==> src/rtl/instr_fetch_unit_pkg.sv <==
// rtl/instr_fetch_unit_pkg.sv - shared constants, queue-count encoding and redirect helpers for the fetch unit
package instr_fetch_unit_pkg;

  localparam logic [31:0] RESET_PC_DEFAULT = 32'h0000_3000;
  localparam int FETCH_W = 32;

  localparam int OPCODE_MSB = 31;
  localparam int OPCODE_LSB = 26;
  localparam int FUNCT_MSB  = 5;
  localparam int FUNCT_LSB  = 0;

  typedef enum logic [1:0] {
    QCNT_EMPTY = 2'd0,
    QCNT_ONE   = 2'd1,
    QCNT_FULL  = 2'd2
  } qcnt_e;

  // beq displacement: sign-extended imm16 scaled to a byte offset
  function automatic logic [31:0] branch_offset(input logic [15:0] imm);
    return {{14{imm[15]}}, imm, 2'b00};
  endfunction

endpackage

==> src/rtl/instr_fetch_unit_queue.sv <==
// rtl/instr_fetch_unit_queue.sv - fetch_queue2: two-entry {word, pc} FIFO with push/pop and tail flush
module fetch_queue2
  import instr_fetch_unit_pkg::*;
#(
  parameter int                ADDR_W   = 32,
  parameter logic [ADDR_W-1:0] RESET_PC = ADDR_W'(RESET_PC_DEFAULT)
) (
  input  logic               clk,
  input  logic               rst_n,
  input  logic               push,
  input  logic [FETCH_W-1:0] push_word,
  input  logic [ADDR_W-1:0]  push_pc,
  input  logic               pop,
  input  logic               flush_tail,
  output qcnt_e              count,
  output logic [FETCH_W-1:0] head_word,
  output logic [ADDR_W-1:0]  head_pc
);

  qcnt_e              cnt_q;
  logic [FETCH_W-1:0] word_q [2];
  logic [ADDR_W-1:0]  pc_q   [2];
  logic [1:0]         kept;
  logic [1:0]         after_pop;
  logic               push_ok;

  // Tail flush is applied first, then the pop, then the push lands behind what survives
  always_comb begin
    kept      = (flush_tail && cnt_q == QCNT_FULL) ? 2'd1 : 2'(cnt_q);
    after_pop = (pop && kept != 2'd0) ? kept - 2'd1 : kept;
    push_ok   = push && (after_pop != 2'd2);
  end

  always_ff @(posedge clk or negedge rst_n) begin
    if (!rst_n) begin
      cnt_q     <= QCNT_EMPTY;
      word_q[0] <= '0;
      word_q[1] <= '0;
      pc_q[0]   <= RESET_PC;
      pc_q[1]   <= RESET_PC;
    end else begin
      if (pop && kept == 2'd2) begin
        word_q[0] <= word_q[1];
        pc_q[0]   <= pc_q[1];
      end
      if (push_ok) begin
        if (after_pop == 2'd0) begin
          word_q[0] <= push_word;
          pc_q[0]   <= push_pc;
        end else begin
          word_q[1] <= push_word;
          pc_q[1]   <= push_pc;
        end
      end
      cnt_q <= qcnt_e'(after_pop + {1'b0, push_ok});
    end
  end

  assign count     = cnt_q;
  assign head_word = word_q[0];
  assign head_pc   = pc_q[0];

endmodule

==> src/rtl/instr_fetch_unit.sv <==
// rtl/instr_fetch_unit.sv - PC, imem request/response control and jump/beq redirect for the decode slot
module instr_fetch_unit
  import instr_fetch_unit_pkg::*;
#(
  parameter logic [31:0] RESET_PC = RESET_PC_DEFAULT,
  parameter int          ADDR_W   = 32
) (
  input  logic               clk,
  input  logic               rst_n,
  output logic               imem_req,
  output logic [ADDR_W-1:0]  imem_addr,
  input  logic               imem_gnt,
  input  logic               imem_rvalid,
  input  logic [FETCH_W-1:0] imem_rdata,
  output logic               instr_valid,
  input  logic               instr_ready,
  output logic [FETCH_W-1:0] instr,
  output logic [5:0]         opcode,
  output logic [5:0]         funct,
  output logic [ADDR_W-1:0]  instr_pc,
  input  logic               jump,
  input  logic               branch,
  input  logic               alu_zero
);

  localparam logic [ADDR_W-1:0] RESET_ADDR = ADDR_W'(RESET_PC);

  logic [ADDR_W-1:0]  fetch_pc_q;
  logic [ADDR_W-1:0]  req_pc_q;
  logic               outstanding_q;
  logic               kill_q;
  logic               started_q;

  qcnt_e              q_count;
  logic [FETCH_W-1:0] head_word;
  logic [ADDR_W-1:0]  head_pc;

  logic               accept;
  logic               taken;
  logic               fire;
  logic               rsp;
  logic               push;
  logic               outstanding_next;
  logic [ADDR_W-1:0]  pc_plus4;
  logic [ADDR_W-1:0]  jump_target;
  logic [ADDR_W-1:0]  branch_target;
  logic [ADDR_W-1:0]  redirect_pc;

  fetch_queue2 #(
    .ADDR_W   (ADDR_W),
    .RESET_PC (RESET_ADDR)
  ) u_queue (
    .clk        (clk),
    .rst_n      (rst_n),
    .push       (push),
    .push_word  (imem_rdata),
    .push_pc    (req_pc_q),
    .pop        (accept),
    .flush_tail (taken),
    .count      (q_count),
    .head_word  (head_word),
    .head_pc    (head_pc)
  );

  assign instr_valid = (q_count != QCNT_EMPTY);
  assign accept      = instr_valid & instr_ready;
  assign taken       = accept & (jump | (branch & alu_zero));

  // Only one request may be in flight, so the occupancy limit reduces to "queue not full"
  assign imem_req  = started_q & ~outstanding_q & (q_count != QCNT_FULL);
  assign imem_addr = fetch_pc_q;
  assign fire      = imem_req & imem_gnt;
  assign rsp       = imem_rvalid & outstanding_q;
  assign push      = rsp & ~kill_q & ~taken;

  assign outstanding_next = fire | (outstanding_q & ~rsp);

  always_comb begin
    pc_plus4          = head_pc + ADDR_W'(4);
    jump_target       = pc_plus4;
    jump_target[27:0] = {head_word[25:0], 2'b00};
    branch_target     = pc_plus4 + ADDR_W'(branch_offset(head_word[15:0]));
    redirect_pc       = jump ? jump_target : branch_target;
  end

  always_ff @(posedge clk or negedge rst_n) begin
    if (!rst_n) begin
      fetch_pc_q    <= RESET_ADDR;
      req_pc_q      <= RESET_ADDR;
      outstanding_q <= 1'b0;
      kill_q        <= 1'b0;
      started_q     <= 1'b0;
    end else begin
      started_q     <= 1'b1;
      outstanding_q <= outstanding_next;
      if (fire) begin
        req_pc_q <= fetch_pc_q;
      end
      // A redirect wins over the grant increment; any request left in flight is stale
      if (taken) begin
        fetch_pc_q <= redirect_pc;
        kill_q     <= outstanding_next;
      end else begin
        if (fire) begin
          fetch_pc_q <= fetch_pc_q + ADDR_W'(4);
        end
        if (rsp) begin
          kill_q <= 1'b0;
        end
      end
    end
  end

  assign instr    = head_word;
  assign instr_pc = head_pc;
  assign opcode   = head_word[OPCODE_MSB:OPCODE_LSB];
  assign funct    = head_word[FUNCT_MSB:FUNCT_LSB];

endmodule

==> config.mk <==
export PLATFORM = sky130hd
export DESIGN_NAME = instr_fetch_unit
export DESIGN_NICKNAME = d
export VERILOG_FILES = /design/src/rtl/instr_fetch_unit_pkg.sv /design/src/rtl/instr_fetch_unit_queue.sv /design/src/rtl/instr_fetch_unit.sv
export SDC_FILE = /design/constraint.sdc
export NUM_CORES = 1
export LEC_CHECK = 0
export CAP_MARGIN = 0
export CORE_MARGIN = 2
export CORE_UTILIZATION = 51
export CTS_CLUSTER_DIAMETER = 100
export DETAILED_ROUTE_END_ITERATION = 16
export GPL_TIMING_DRIVEN = 0
export PLACE_DENSITY_LB_ADDON = 0.08
export SLEW_MARGIN = 20
export SYNTH_ARGS = -nofsm -noshare
export SYNTH_HDL_FRONTEND = slang
export SYNTH_HIERARCHICAL = 1
export SYNTH_SLANG_ARGS = --single-unit
==> constraint.sdc <==
create_clock -name clk -period 3.2 [get_ports clk]
set_input_delay 0.32 -clock clk [delete_from_list [all_inputs] [get_ports clk]]
set_output_delay 0.32 -clock clk [all_outputs]
set_load 0.02 [all_outputs]
; ---- Word level (Yosys, flattened, before mapping)
; Index checks and enable logic that the tools add are counted.
[word_totals]
ff_bits = 197
in_bits = 40
out_inout_bits = 110
elab_cells = 61
[classes]
addsub = 5
n_eq_ne = 4
n_mux = 15
bitwise = 17
n_reduce_logical = 10
[ops]
columns = op, count
row1 = $mux 32, 9
row2 = $mux 64, 2
row3 = $add 32x3->32 const B, 2
row4 = $add 32x32->32, 1
row5 = $and 1x1->1, 10
row6 = $reduce_bool 2->1, 4
row7 = $not 1->1, 5
row8 = $eq 2x2->1 const B, 2
row9 = $logic_and 1x1->1, 4
row10 = $mux 2, 2
row11 = $ne 2x2->1 const B, 2
row12 = $add 2x1->2, 1
row13 = $logic_not 2->1, 1
row14 = $mux 1, 2
row15 = $or 1x1->1, 2
row16 = $reduce_and 2->1, 1
row17 = $sub 2x1->2 const B, 1

; ---- Longest topological paths before layout
[depth]
word_depth = 11
ltp_mapped = 17
ltp_nobuf = 16

; ---- Modules after synthesis
; Netlist, hierarchy kept.
[modules_own_cells]
columns = module, instances, cells_each, area_each_um2, seq_area_each_um2
row1 = fetch_queue2, 1, 422, 6192.2, 3258.1
row2 = instr_fetch_unit, 1, 691, 5537.8, 1681.6

; ---- Worst setup path before layout
; No wires, ideal clock.
[synth_path]
kind = reg-to-reg
from = register u_queue.pc_q (netlist bit u_queue/head_pc[13])
to = register fetch_pc_q[28], in the netlist imem_addr[28]
setup_ns = 0.087
arrival_ns = 3.476
t_required_ns = 3.113
path_slack_ns = -0.363
stages_incl_launch_ff = 17
n_path_buf = 1
synth_period_minus_slack_ns = 3.563
cell_sequence = dfstp_2 > buf_4 > and4_1 > and3_1 > nand3_1 > nor2_2 > nand3_1 > xnor2_1 > ha_1 > a21o_1 > a21o_1 > a21o_1 > a21o_1 > a21o_2 > o211ai_1 > mux2_1 > a22oi_1
[synth_between]
elab_chain_cells = 4
[synth_rtl]
columns = item, line
row1 = "start, declared", instr_fetch_unit_queue.sv:22  ; logic [ADDR_W-1:0] pc_q [2];
row2 = $add 32x3->32 *, instr_fetch_unit.sv:79  ; pc_plus4 = head_pc + ADDR_W'(4);
row3 = $add 32x32->32, instr_fetch_unit.sv:82  ; branch_target = pc_plus4 + ADDR_W'(branch_offset(head_word[15:0]));
row4 = $mux 32 *, instr_fetch_unit.sv:83  ; redirect_pc = jump ? jump_target : branch_target;
row5 = $mux 32 *, instr_fetch_unit.sv:100  ; if (taken) begin
row6 = "end signal, assigned", instr_fetch_unit.sv:101  ; fetch_pc_q <= redirect_pc;
row7 = "end signal, assigned", instr_fetch_unit.sv:105  ; fetch_pc_q <= fetch_pc_q + ADDR_W'(4);
row8 = "end, declared", instr_fetch_unit.sv:28  ; logic [ADDR_W-1:0] fetch_pc_q;
; Mark *: on every way between the ends. The rest lies on a longest branch, timed or not.
; A chain may end at the register's enable or synchronous reset.

; ---- Final worst setup path
[layout_path]
from = register u_queue.pc_q (netlist bit u_queue/head_pc[13])
to = register fetch_pc_q[31], in the netlist imem_addr[31]
; The elaborated chain is that of the path after synthesis.

==> flow_metrics.tcl <==
set metrics [dict create \
    pwr-share-seq_pct 27.4 \
    holdWs_ns 0.329 \
    grt_pass1_vias 8981 \
    violations "negative setup slack" \
    critPathSlowestCell "dfstp_2" \
    path_buf_inv 1 \
    avgRoutedWirePerCell_um 19.7 \
    powerDensity_nw_per_um2 1080 \
    synth_top_cells_by_area "dfrtp_1 40%, mux2_2 18%, nand2_1 5.2%" \
    fill_cells 1836 \
    fp.dieW_um 156 \
    synth_top_area_share_pct 40.3 \
    synthFlopType "dfrtp_1" \
    initialDrtViolationCount 553 \
    drive_above_1_share_pct 33.8 \
    fin_crit_ns 3.71 \
    vias_per_cell 5.62 \
    routed_wl_um 31800 \
    fmax_ghz 0.270 \
    synthCells 1113 \
    vdd_drop_max_v 0.000601 \
    crit_arrival_ns 4.03 \
    clockRootBuffer "clkbuf_16" \
    vias 9059 \
    path_max_fanout 7 \
    finalSetupViolCount 11 \
    ys_seq_elements 197 \
    design.core.area_um2 22600 \
    antenna_found_initial 1 \
    grt_max_degree 96 \
    avgSynthCellArea_um2 10.5 \
    cts_tree "done" \
    dieArea_um2 24200 \
    start_util_pct 51.8 \
    clkLatencyLatePin_ns 0.44 \
    critical-path-top-delay-family "simple AND/OR/NAND/NOR gates" \
    grt-ovfl-total 0 \
    timing.rr.start "u_queue/head_pc[13]" \
    rr_worst_depth 15 \
    reg2reg_slack_ns -0.51 \
    netlist_area_um2 11700 \
    status "finished, violations left" \
    finalHoldViolCount 0 \
    critical_path.max_stage_delay_ns 0.54 \
    io_pins 150 \
    combPwrFrac_pct 58.9 \
    worst_pin_slew_ns 0.771 \
    final_cells 1613 \
    critPathKind "reg2reg" \
    cp-end-kind "flip-flop" \
    synth_edf_count 0 \
    path_cells "buf_6 > and4_4 > and3_4 > and2_4 > nand2_1 > xnor2_1 > ha_1 > nand2_1 > o21ai_2 > a211oi_4 > a211oi_2 > and4bb_1 > nor4b_2 > xnor2_1 > a21oi_1" \
    cts_sinks 197 \
    die_y_um 156 \
    async_flop_share_pct 100 \
    slew_violations 0 \
    reg2reg_to "imem_addr[31]" \
    io_buffer_count 148 \
    numCtsBuffers 17 \
    synth.distinct_cells 70 \
    place_hpwl_um 23100 \
    slew_headroom_pct 48.6 \
    syn2layout_area_growth_pct 28.8 \
    worst_slack_ns -0.511 \
    hold_class "in2async" \
    p_int_uw 9630 \
    rsz0062_at_grt "yes" \
    required_ns 3.52 \
    syn_nets 1192 \
    p_leak_uw 0.00688 \
    ys_seq_area_share_pct 42.1 \
    clk_pin_slew_ns 0.08 \
    grt_use_total_pct 26.7 \
    nNetsFinal 1394 \
    cts_buffer_depth 2 \
    n_antenna_cell 0 \
    drcViolationCount 0 \
    switchingPower_uw 6750 \
    swShare_pct 41.2 \
    startpoint_type "flip-flop" \
    finalCritPeriodShare_pct 116 \
    dp.cells 1548 \
    skew_ns 0.0129 \
    yosysWarnings 6 \
    h-tree-depth 4 \
    crit_cells 15 \
    drtPass1Iterations 5 \
    cap_violations 0 \
    synth.largest_area_cell "dfrtp_1" \
    clkPwrFrac_pct 13.6 \
    total_power_uw 16400 \
    rows 55 \
    globalplace.congestion 0.914 \
    grt_pass1_wl_um 49700 \
    final_antenna_net_count 0 \
]
[how the worst max path moves through the flow]
stage	from	to	slack, ns
after global placement	rst_n	u_queue/head_word[29]	-6.60
after detailed placement	instr_ready	u_queue/head_pc[28]	-0.86
after floorplan	u_queue/head_pc[12]	imem_addr[28]	-0.18
after global routing	u_queue/head_pc[13]	imem_addr[31]	-0.64
after CTS	u_queue/head_pc[13]	imem_addr[31]	-0.52
final	u_queue/head_pc[13]	imem_addr[31]	-0.51
[area by class of cell]
class                           count  area, µm²  share of cell area [%]
Clock inverter                     15        188                    1.24
Tap cell                          285        357                    2.36
Clock buffer                       17        425                    2.82
Inverter                           14       55.1                   0.364
Multi-Input combinational cell    783       6420                    42.5
Sequential cell                   197       4940                    32.7
Timing Repair Buffer              184       1850                    12.2
Buffer                            118        870                    5.76
[cells in the final DEF, fill, tap and decap left out, types with 7 or more instances in the layout]
cell type | netlist | layout
dfrtp_1 | 189 | 189
mux2_2 | 183 | 183
nand2_1 | 163 | 160
clkdlybuf4s50_1 | 0 | 147
buf_4 | 76 | 101
xnor2_1 | 53 | 46
nor2_1 | 38 | 37
a21oi_1 | 44 | 31
ha_1 | 38 | 28
nand3_1 | 31 | 26
xor2_1 | 26 | 25
a21o_1 | 22 | 22
buf_6 | 11 | 20
clkbuf_16 | 0 | 17
nand4_1 | 16 | 16
and3_1 | 19 | 15
clkbuf_1 | 18 | 14
o21ai_0 | 20 | 14
inv_1 | 13 | 13
a21oi_2 | 1 | 9
mux2_1 | 10 | 9
mux2i_1 | 8 | 8
dfstp_2 | 8 | 8
buf_1 | 7 | 7
a31oi_1 | 7 | 7
a211oi_1 | 9 | 7
[sequential cells by signal, indices dropped and copies added, names as in the netlist]
| register | flops |
|---|---|
| u_queue/head_pc | 32 |
| started_q | 1 |
| kill_q | 1 |
| imem_addr | 32 |
| u_queue/pc_q | 32 |
| u_queue/count | 2 |
| u_queue/head_word | 32 |
| req_pc_q | 32 |
| u_queue/word_q | 32 |
| outstanding_q | 1 |
[through the flow]
| stage | worst slack [ns] | util [%] | instance area (µm²) | TNS (ns) |
|---|---|---|---|---|
| finish | -0.511 | 66.7 | 15100 | -2.31 |
| global placement | -6.60 | 60.2 | 13600 | -1333.17 |
| CTS | -0.517 | 65.5 | 14800 | -4.26 |
| floorplan | -0.180 | - | 11800 | -0.353 |
| global route | -0.643 | 66.7 | 15100 | -20.12 |
| detailed placement | -0.863 | 60.5 | 13700 | -64.19 |
[what timing repair did]
action,CTS,global route
buffers inserted,25,8
hold endpoints to repair,28,0
setup endpoints to repair,149,150
gates resized for setup,75,38
pin swaps,47,26
hold buffers,1,0
[power by group through the flow]
stage / clock network, µW / logic [µW] / registers (µW)
floorplan: 0 / 5710 / 4470
global placement: 0 / 8380 / 4500
detailed placement: 0 / 8470 / 4530
CTS: 2270 / 9190 / 4480
global route: 2380 / 10300 / 4650
finish: 2230 / 9650 / 4490
[synthesized netlist by cell type, drive strengths merged (2+ instances only)]
cell,instances
nor3,9
nand4,17
and2,7
nand2b,3
nor4b,2
a221oi,3
a21o,23
a22oi,3
a2bb2oi,2
nor3b,4
o211a,2
xnor2,54
nor2b,4
dfrtp,189
o2111ai,2
and4,6
o21bai,2
nand2,163
or3,5
a21boi,2
o21a,3
and3,19
a211oi,10
ha,38
nor2,39
inv,13
a221o,2
o21ai,24
a31oi,8
o22ai,2
buf,101
xor2,26
o211ai,4
a21oi,45
nand3,31
or2,8
dfstp,8
mux2,193
mux2i,8
clkbuf,18
[per-layer routing]
| metal | vias to the layer above | wire [µm] | GRT usage, % |
|---|---|---|---|
| met2 | 260 | 14900 | 42.6 |
| met4 | 2 | 523 | 7.34 |
| met1 | 4523 | 14500 | 37.7 |
| met3 | 37 | 1800 | 4.78 |
| met5 | - | 13 | 0 |
| li1 | 4237 | - | - |
[cells by family (layout without fill, tap and decap cells)]
logic type,after synthesis,count (layout),share of synthesized area (%)
AO/OA/AOI/OAI,142,142,8.15
XOR/XNOR,80,80,6.04
adder cells (fa/ha/maj),39,39,4.22
buffers and inverters,133,348,7.47
flip-flops,197,197,42.1
multiplexers,201,201,19.2
other,1,1,0.0320
AND/OR/NAND/NOR,320,320,12.8
Power figures use the tool's default switching activity.
